**config.mk**
```make
export PLATFORM = sky130hd
export DESIGN_NAME = calc2_stream
export DESIGN_NICKNAME = d
export VERILOG_FILES = /design/src/rtl/calc2_pkg.sv /design/src/rtl/calc2_acc_step.sv /design/src/rtl/calc2_stream.sv
export SDC_FILE = /design/constraint.sdc
export NUM_CORES = 1
export LEC_CHECK = 0
export ABC_CLOCK_PERIOD_IN_PS = 3300
export CAP_MARGIN = 20
export CORE_ASPECT_RATIO = 0.9
export CORE_MARGIN = 4
export CORE_UTILIZATION = 30
export DETAILED_ROUTE_END_ITERATION = 10
export GPL_ROUTABILITY_DRIVEN = 0
export HOLD_SLACK_MARGIN = 0.15
export PLACE_DENSITY = 0.48
export RECOVER_POWER = 100
export SLEW_MARGIN = 5
export SYNTH_ARGS = -nofsm -noshare
export SYNTH_HDL_FRONTEND = slang
export SYNTH_HIERARCHICAL = 1
export SYNTH_SLANG_ARGS = --single-unit
```
**constraint.sdc**
```tcl
create_clock -name CLK -period 3.3 [get_ports CLK]
set_clock_uncertainty 0.05 [all_clocks]
set_input_delay 0.66 -clock CLK [delete_from_list [all_inputs] [get_ports CLK]]
set_output_delay 0.66 -clock CLK [all_outputs]
set_load 0.01 [all_outputs]
```
**src/rtl/calc2_pkg.sv**
```systemverilog
// Shared constants and types for the streaming six-operand calculator.
package calc2_pkg;

  localparam int NUM_OPS_DEF = 6;
  localparam int DATA_W_DEF  = 6;
  localparam int OUT_W_DEF   = 10;

  localparam logic [1:0] MODE_SUM  = 2'b00;
  localparam logic [1:0] MODE_MAX  = 2'b01;
  localparam logic [1:0] MODE_MIN  = 2'b10;
  localparam logic [1:0] MODE_TRIM = 2'b11;

  typedef enum logic [1:0] {
    IDLE  = 2'b00,
    ACCUM = 2'b01,
    DONE  = 2'b10
  } state_e;

endpackage

```
**src/rtl/calc2_acc_step.sv**
```systemverilog
// Combinational next value of the running sum/max/min for one operand;
// the first beat of a frame loads all three from the operand.
module calc2_acc_step import calc2_pkg::*; #(
  parameter int DATA_W = DATA_W_DEF,
  parameter int OUT_W  = OUT_W_DEF
) (
  input  logic              first_i,
  input  logic [DATA_W-1:0] n_i,
  input  logic [OUT_W-1:0]  sum_i,
  input  logic [DATA_W-1:0] max_i,
  input  logic [DATA_W-1:0] min_i,
  output logic [OUT_W-1:0]  sum_o,
  output logic [DATA_W-1:0] max_o,
  output logic [DATA_W-1:0] min_o
);

  // Load on the first beat, otherwise fold the operand into the running values.
  always_comb begin
    sum_o = sum_i;
    max_o = max_i;
    min_o = min_i;
    if (first_i) begin
      sum_o = OUT_W'(n_i);
      max_o = n_i;
      min_o = n_i;
    end else begin
      sum_o = sum_i + OUT_W'(n_i);
      max_o = (n_i > max_i) ? n_i : max_i;
      min_o = (n_i < min_i) ? n_i : min_i;
    end
  end

endmodule

```
**src/rtl/calc2_stream.sv**
```systemverilog
// Handshaked calculator: NUM_OPS operands in, one registered result out.
// Build option CALC2_TRIM_EN enables mode 11 as sum - max - min (else mode 11 = sum).
module calc2_stream import calc2_pkg::*; #(
  parameter int NUM_OPS = NUM_OPS_DEF,
  parameter int DATA_W  = DATA_W_DEF,
  parameter int OUT_W   = OUT_W_DEF
) (
  input  logic              CLK,
  input  logic              RST,
  input  logic              IN_VALID,
  output logic              IN_READY,
  input  logic [DATA_W-1:0] N_IN,
  input  logic [1:0]        MODE,
  output logic              OUT_VALID,
  input  logic              OUT_READY,
  output logic [OUT_W-1:0]  OUT_N
);

  localparam int CNT_W = $clog2(NUM_OPS + 1);

  state_e             state_q;
  logic [1:0]         mode_q;
  logic [CNT_W-1:0]   count_q;
  logic [OUT_W-1:0]   sum_q;
  logic [DATA_W-1:0]  max_q;
  logic [DATA_W-1:0]  min_q;
  logic [OUT_W-1:0]   out_n_q;
  logic               out_valid_q;

  logic [OUT_W-1:0]   sum_d;
  logic [DATA_W-1:0]  max_d;
  logic [DATA_W-1:0]  min_d;
  logic [OUT_W-1:0]   result_s;
  logic               accept_s;
  logic               last_s;

  // Ready depends only on state and reset, never on IN_VALID.
  assign IN_READY  = !RST && (state_q != DONE);
  assign accept_s  = IN_VALID && IN_READY;
  assign last_s    = (count_q == CNT_W'(NUM_OPS - 1));
  assign OUT_VALID = out_valid_q;
  assign OUT_N     = out_n_q;

  calc2_acc_step #(
    .DATA_W (DATA_W),
    .OUT_W  (OUT_W)
  ) u_acc_step (
    .first_i (state_q == IDLE),
    .n_i     (N_IN),
    .sum_i   (sum_q),
    .max_i   (max_q),
    .min_i   (min_q),
    .sum_o   (sum_d),
    .max_o   (max_d),
    .min_o   (min_d)
  );

  // Result of the frame using the values that include the final operand.
  always_comb begin
    result_s = sum_d;
    case (mode_q)
      MODE_SUM: result_s = sum_d;
      MODE_MAX: result_s = OUT_W'(max_d);
      MODE_MIN: result_s = OUT_W'(min_d);
`ifdef CALC2_TRIM_EN
      MODE_TRIM: result_s = sum_d - OUT_W'(max_d) - OUT_W'(min_d);
`endif
      default:  result_s = sum_d;
    endcase
  end

  // Frame FSM, operand counter, accumulators and output register.
  always_ff @(posedge CLK) begin
    if (RST) begin
      state_q     <= IDLE;
      mode_q      <= MODE_SUM;
      count_q     <= '0;
      sum_q       <= '0;
      max_q       <= '0;
      min_q       <= '0;
      out_n_q     <= '0;
      out_valid_q <= 1'b0;
    end else begin
      case (state_q)
        IDLE: begin
          if (accept_s) begin
            mode_q  <= MODE;
            sum_q   <= sum_d;
            max_q   <= max_d;
            min_q   <= min_d;
            count_q <= CNT_W'(1);
            state_q <= ACCUM;
          end
        end
        ACCUM: begin
          if (accept_s) begin
            sum_q   <= sum_d;
            max_q   <= max_d;
            min_q   <= min_d;
            count_q <= count_q + CNT_W'(1);
            if (last_s) begin
              out_n_q     <= result_s;
              out_valid_q <= 1'b1;
              state_q     <= DONE;
            end
          end
        end
        DONE: begin
          if (OUT_READY) begin
            out_valid_q <= 1'b0;
            state_q     <= IDLE;
          end
        end
        default: begin
          out_valid_q <= 1'b0;
          state_q     <= IDLE;
        end
      endcase
    end
  end

endmodule

```
**Word-level counts from Yosys, hierarchy flattened**

Index checks and enable logic that the tools add are counted.

- Register bits: 40
- Bits of input ports: 12

- Add/sub/neg operators: 2
- Magnitude comparators: 2
- Equality and inequality tests: 10
- Multiplexer cells: 18
- Bitwise logic cells: 1
- Reduce and logical (&&, ||, !) cells: 12

Operator list:

| operator | number |
|---|---|
| 2-to-1 mux 6 bit | 4 |
| one-hot mux 10 bit (2 select lines) | 1 |
| adder 10 x 6 -> 10 bit | 1 |
| 2-to-1 mux 10 bit | 1 |
| inequality test 2 bit (second input constant) | 5 |
| 2-to-1 mux 2 bit | 4 |
| AND reduction 4 bit | 2 |
| > comparator 6 bit | 1 |
| < comparator 6 bit | 1 |
| 2-to-1 mux 3 bit | 2 |
| one-hot mux 2 bit (3 select lines) | 1 |
| one-hot mux 3 bit (2 select lines) | 1 |
| AND reduction 3 bit | 2 |
| equality test 2 x 1 -> 1 bit (second input constant) | 2 |
| equality test 2 bit (second input constant) | 2 |
| AND reduction 2 bit | 2 |
| adder 3 x 1 -> 3 bit (second input constant) | 1 |
| equality test 3 bit (second input constant) | 1 |
| 2-to-1 mux 1 bit | 3 |
| one-hot mux 1 bit (3 select lines) | 1 |
| logical AND 1 bit | 2 |
| zero test 2 bit | 1 |
| nonzero test 2 bit | 1 |
| OR reduction 2 bit | 1 |
| other kinds (2) | 2 |

**Logic depth before layout (Yosys ltp)**

- Depth in word-level cells: 5
- Depth in mapped cells: 10
- Gate-level depth less buffers: 10

**Modules after synthesis**

Netlist, hierarchy kept.

Modules (own cells, without submodules):

| module | instances | cells each | area each (um^2) |
|---|---|---|---|
| calc2_stream | 1 | 199 | 1,710.4 |
| calc2_acc_step | 1 | 103 | 793.3 |

**Worst setup path after synthesis**

No wires, ideal clock.

- Kind: input to register
- Start: in N_IN[1]
- End: reg out_n_q[0], in the netlist OUT_N[0]
- Data arrival time: 2.446 ns
- Data required time: 3.128 ns
- Path slack: 0.683 ns
- Stages on the path: 9
- Path buffers: 0
- Cells stage by stage: ha_1 > o21ai_1 > a21oi_1 > o21a_1 > o41ai_4 > mux2_2 > a221o_1 > o21ai_0 > mux2i_1

- Cells in the longest elaborated chain, start to end: 4
- Elaborated cells between the ends (all ways): 7
- Classes of those cells: order compare (2); mux (5)

Ends and longest elaborated chain:

| element | line | text |
|---|---|---|
| start: declaration | calc2_stream.sv:12 | `input logic [DATA_W-1:0] N_IN,` |
| < comparator 6 bit | calc2_acc_step.sv:29 | `min_o = (n_i < min_i) ? n_i : min_i;` |
| 2-to-1 mux 6 bit | calc2_acc_step.sv:29 |  |
| 2-to-1 mux 6 bit | calc2_acc_step.sv:22 | `if (first_i) begin` |
| named net min_d[0] | calc2_stream.sv:32 | `logic [DATA_W-1:0] min_d;` |
| one-hot mux 10 bit (2 select lines) | calc2_stream.sv:61 | `case (mode_q)` |
| end signal: assignment | calc2_stream.sv:102 | `out_n_q <= result_s;` |
| end: declaration | calc2_stream.sv:27 | `logic [OUT_W-1:0] out_n_q;` |

The timed path passes the listed nets, and every way through them passes these cells.
A chain may end at the register's enable or synchronous reset.

**Worst setup path after layout**

- Start: in N_IN[4]
- End: reg out_n_q[3], in the netlist OUT_N[3]

- Cells in the longest elaborated chain, start to end: 4
- Elaborated cells between the ends (all ways): 7
- Classes of those cells: order compare (2); mux (5)

Ends and longest elaborated chain:

| element | line | text |
|---|---|---|
| > comparator 6 bit | calc2_acc_step.sv:28 | `max_o = (n_i > max_i) ? n_i : max_i;` |
| 2-to-1 mux 6 bit | calc2_acc_step.sv:28 |  |
| 2-to-1 mux 6 bit | calc2_acc_step.sv:22 |  |
| named net max_d[3] | calc2_stream.sv:31 | `logic [DATA_W-1:0] max_d;` |
| one-hot mux 10 bit (2 select lines) | calc2_stream.sv:61 |  |

The timed path passes the listed nets, and every way through them passes these cells.

==> impl_results.md <==
* Die Height at 94.7 um
* ANT nets after route at 0
* YS warnings at 6
* Endpoints failing hold at 0
* Netlist Area Pre-Place at 2500 um2
* Worst Tran Pin Value at 1160 ps
* # clock sinks at 40
* Top-count cell post-synth: nand2_1
* Hold Startpoint: OUT_VALID$_SDFFE_PP0P_
* CTS Buf Count at 5
* Root Buffer: clkbuf_8
* Setup CP Type: in2reg
* Status: finished, final reports clean
* Die X at 104 um
* Post-Synthesis Cells at 302
* I/O pin count at 24
* First-pass GRT wire length at 11.0 mm
* CTS tree: built
* Crit path cell chain: clkdlybuf4s50_1 -> ha_1 -> and3_1 -> o21ai_0 -> and3_1 -> o21ai_2 -> mux2_2 -> a221o_1 -> o21ai_0 -> mux2i_1
* Final setup vio count at 0
* R2R depth at 10
* Max Freq at 332 MHz
* GRT Resource Usage Total at 13.7%
* Final Max Tran Viols at 0
* PwrDens at 394 nW/um2
* Period utilization at 91.3%
* Reg-to-Reg Start: max_q[4]$_SDFFE_PP0P_
* Clock Tree Buf Depth at 2
* HPWL reported at the end of detailed placement at 4.62 mm
* Required time at the worst-slack endpoint at 3410 ps
* Clock latency on the worst-skew pair at 290 ps
* DIE AREA at 9870 um2
* Core ar. at 8110 um2
* Hold depth at 2
* Post-synthesis sequential area ratio at 32.0%
* Reg clk slew, reported paths at 80 ps
* Syn Nets at 336
* Synth area leader: dfxtp_1
* Final Core Density at 36.0%
* Fraction of layout cells with a size suffix above 1 at 8.51%
* Yosys reg bits at 40
* Post-CTS Setup Bufs at 0
* Post-CTS sizing at 0
* DRC Markers at 0
* I/O Buffers at 23
* Headroom to the max-slew limit at 22.8%
* Commonest cells post-synth: 56 x nand2_1, 40 x dfxtp_1, 39 x a21oi_1
* FP Rows at 31
* Initial antenna violation count at 0
* WL per Instance at 15.0 um
* Mean Syn Cell Area at 8.29 um2
* Distinct cells, synth at 44
* Maximum vdd drop at 229 uV
* H-tree levels at 2
* Unrepaired setup endpoints after global routing: no
* Initial Util at 30.9%
* Vias at 2,138
* End of the worst hold path: OUT_VALID$_SDFFE_PP0P_
* Number of flops mapped to enable cells by yosys at 0
* DRT Pass-1 Iters at 4
* Yosys top cell area share at 32.0%
* Post-CTS Hold Buffers at 0
* Leak at 1.20 nW
* Vias per inst at 5.00
* NumNets Final at 362
* Iter 0 DRT Violations at 72
* Number of global-route vias before repair at 2,177
* Antenna diode count at 0
* Worst r2r dst: OUT_N[3]$_SDFFE_PP0P_
* CP max stage delay at 460 ps
* Crit path launch type: input port
* GRT Residual Overflow at 0
* Share of synthesized registers carrying an async set or reset at 0%
* Post-layout min period at 3010 ps
* R2R Setup Slk at 730 ps
* CP max FO at 6
* Hold Path Class: reg2reg
* Min Hold Slack at 412 ps
* Slowest stage cell, crit path: clkdlybuf4s50_1
* Crit end category: register
* Area delta synth->final at 16.5%
* Area contributors post-synth: dfxtp_1 32%, ha_1 10%, nand2_1 8.4%, a21oi_1 7.8%, mux2_2 6.3%
* Max-cap violations at 0
* Largest net degree at the start of global routing at 43
* Tot Pwr at 1.15 mW
* Ys flop type: dfxtp_1
* Arr. time, crit path at 3130 ps
* Drt total wl at 6.41 mm
cell usage in the layout (no fill, tap or decap), drive strengths merged, types with 2 or more instances in the layout:
cell           count
clkdlybuf4s50     10
a221o              6
mux2              14
nor3b              2
xnor2              2
inv               20
clkbuf             9
ha                21
nand3              5
xor2               5
o21ai             23
mux2i              6
a21oi             40
dlygate4sd3       13
nand2             57
nand2b             7
o211ai             3
nor2b              4
nor2               8
o21a               2
dfxtp             40
and3               3
buf                9
nand4              5
layer usage:
metal / wire [um] / GRT usage [%] / vias to the layer above
li1: - / - / 1103
met1: 3210 / 18.2 / 995
met2: 2890 / 22.4 / 33
met3: 240 / 3.28 / 7
met4: 69 / 3.77 / 0
met5: 0 / 0 / -
logic make-up after synthesis:
family / Yosys count / share of synthesized area, %
and+or+nand+nor: 96 / 18.6
AOI/OAI and AO/OA: 81 / 20.1
DFF: 40 / 32.0
buffers and inverters: 36 / 6.90
adders and majority gates: 22 / 11.3
muxes: 20 / 8.70
xor gates and xnor gates: 7 / 2.45
report_power, final:
part	internal (mW)	total, mW	switching, mW
registers	0.501	0.516	0.0153
clock network	0.225	0.403	0.178
logic	0.100	0.230	0.129
registers in the layout, summed over array words and instances, names as in the netlist:
name and flops:
mode_q 2, OUT_VALID 1, max_q 6, min_q 6, count_q 3, state_q 2, OUT_N 10, sum_q 10
worst max path at each step:
stage,to,cells past startpoint,startpoint
final,OUT_N[3]$_SDFFE_PP0P_,10,N_IN[4]
after global routing,OUT_N[2]$_SDFFE_PP0P_,11,N_IN[1]
after CTS,OUT_N[3]$_SDFFE_PP0P_,10,N_IN[4]
after detailed placement,OUT_N[3]$_SDFFE_PP0P_,10,N_IN[4]
after global placement,OUT_N[3]$_SDFFE_PP0P_,10,N_IN[4]
after floorplan,OUT_N[0]$_SDFFE_PP0P_,9,N_IN[1]
cell type report:
cell class,instances,area (um2)
Clock buffer,6,72.6
Clock inverter,2,35.0
Fill cell,858,5190
Inverter,20,75.1
Multi-Input combinational cell,226,1500
Sequential cell,40,801
Tap cell,99,124
Timing Repair Buffer,35,309
critical path, delay by kind of cell:
family / cells / cell delay (ps)
adders and majority gates: 1 / 320
buffers and inverters: 1 / 460
AOI/OAI and AO/OA: 4 / 810
muxes: 2 / 510
and+or+nand+nor: 2 / 370
through the flow:
stage / cells / setup WS, ps / instance area [um2] / TNS [ps]
CTS: 428 / 266 / 2960 / 0
finish: 428 / 286 / 2920 / 0
global placement: 420 / -42.9 / 2850 / -46.1
floorplan: 302 / 683 / 2500 / 0
detailed placement: 420 / -27.4 / 2850 / -27.4
global route: 428 / 115 / 2920 / 0
Power figures use the tool's default switching activity.
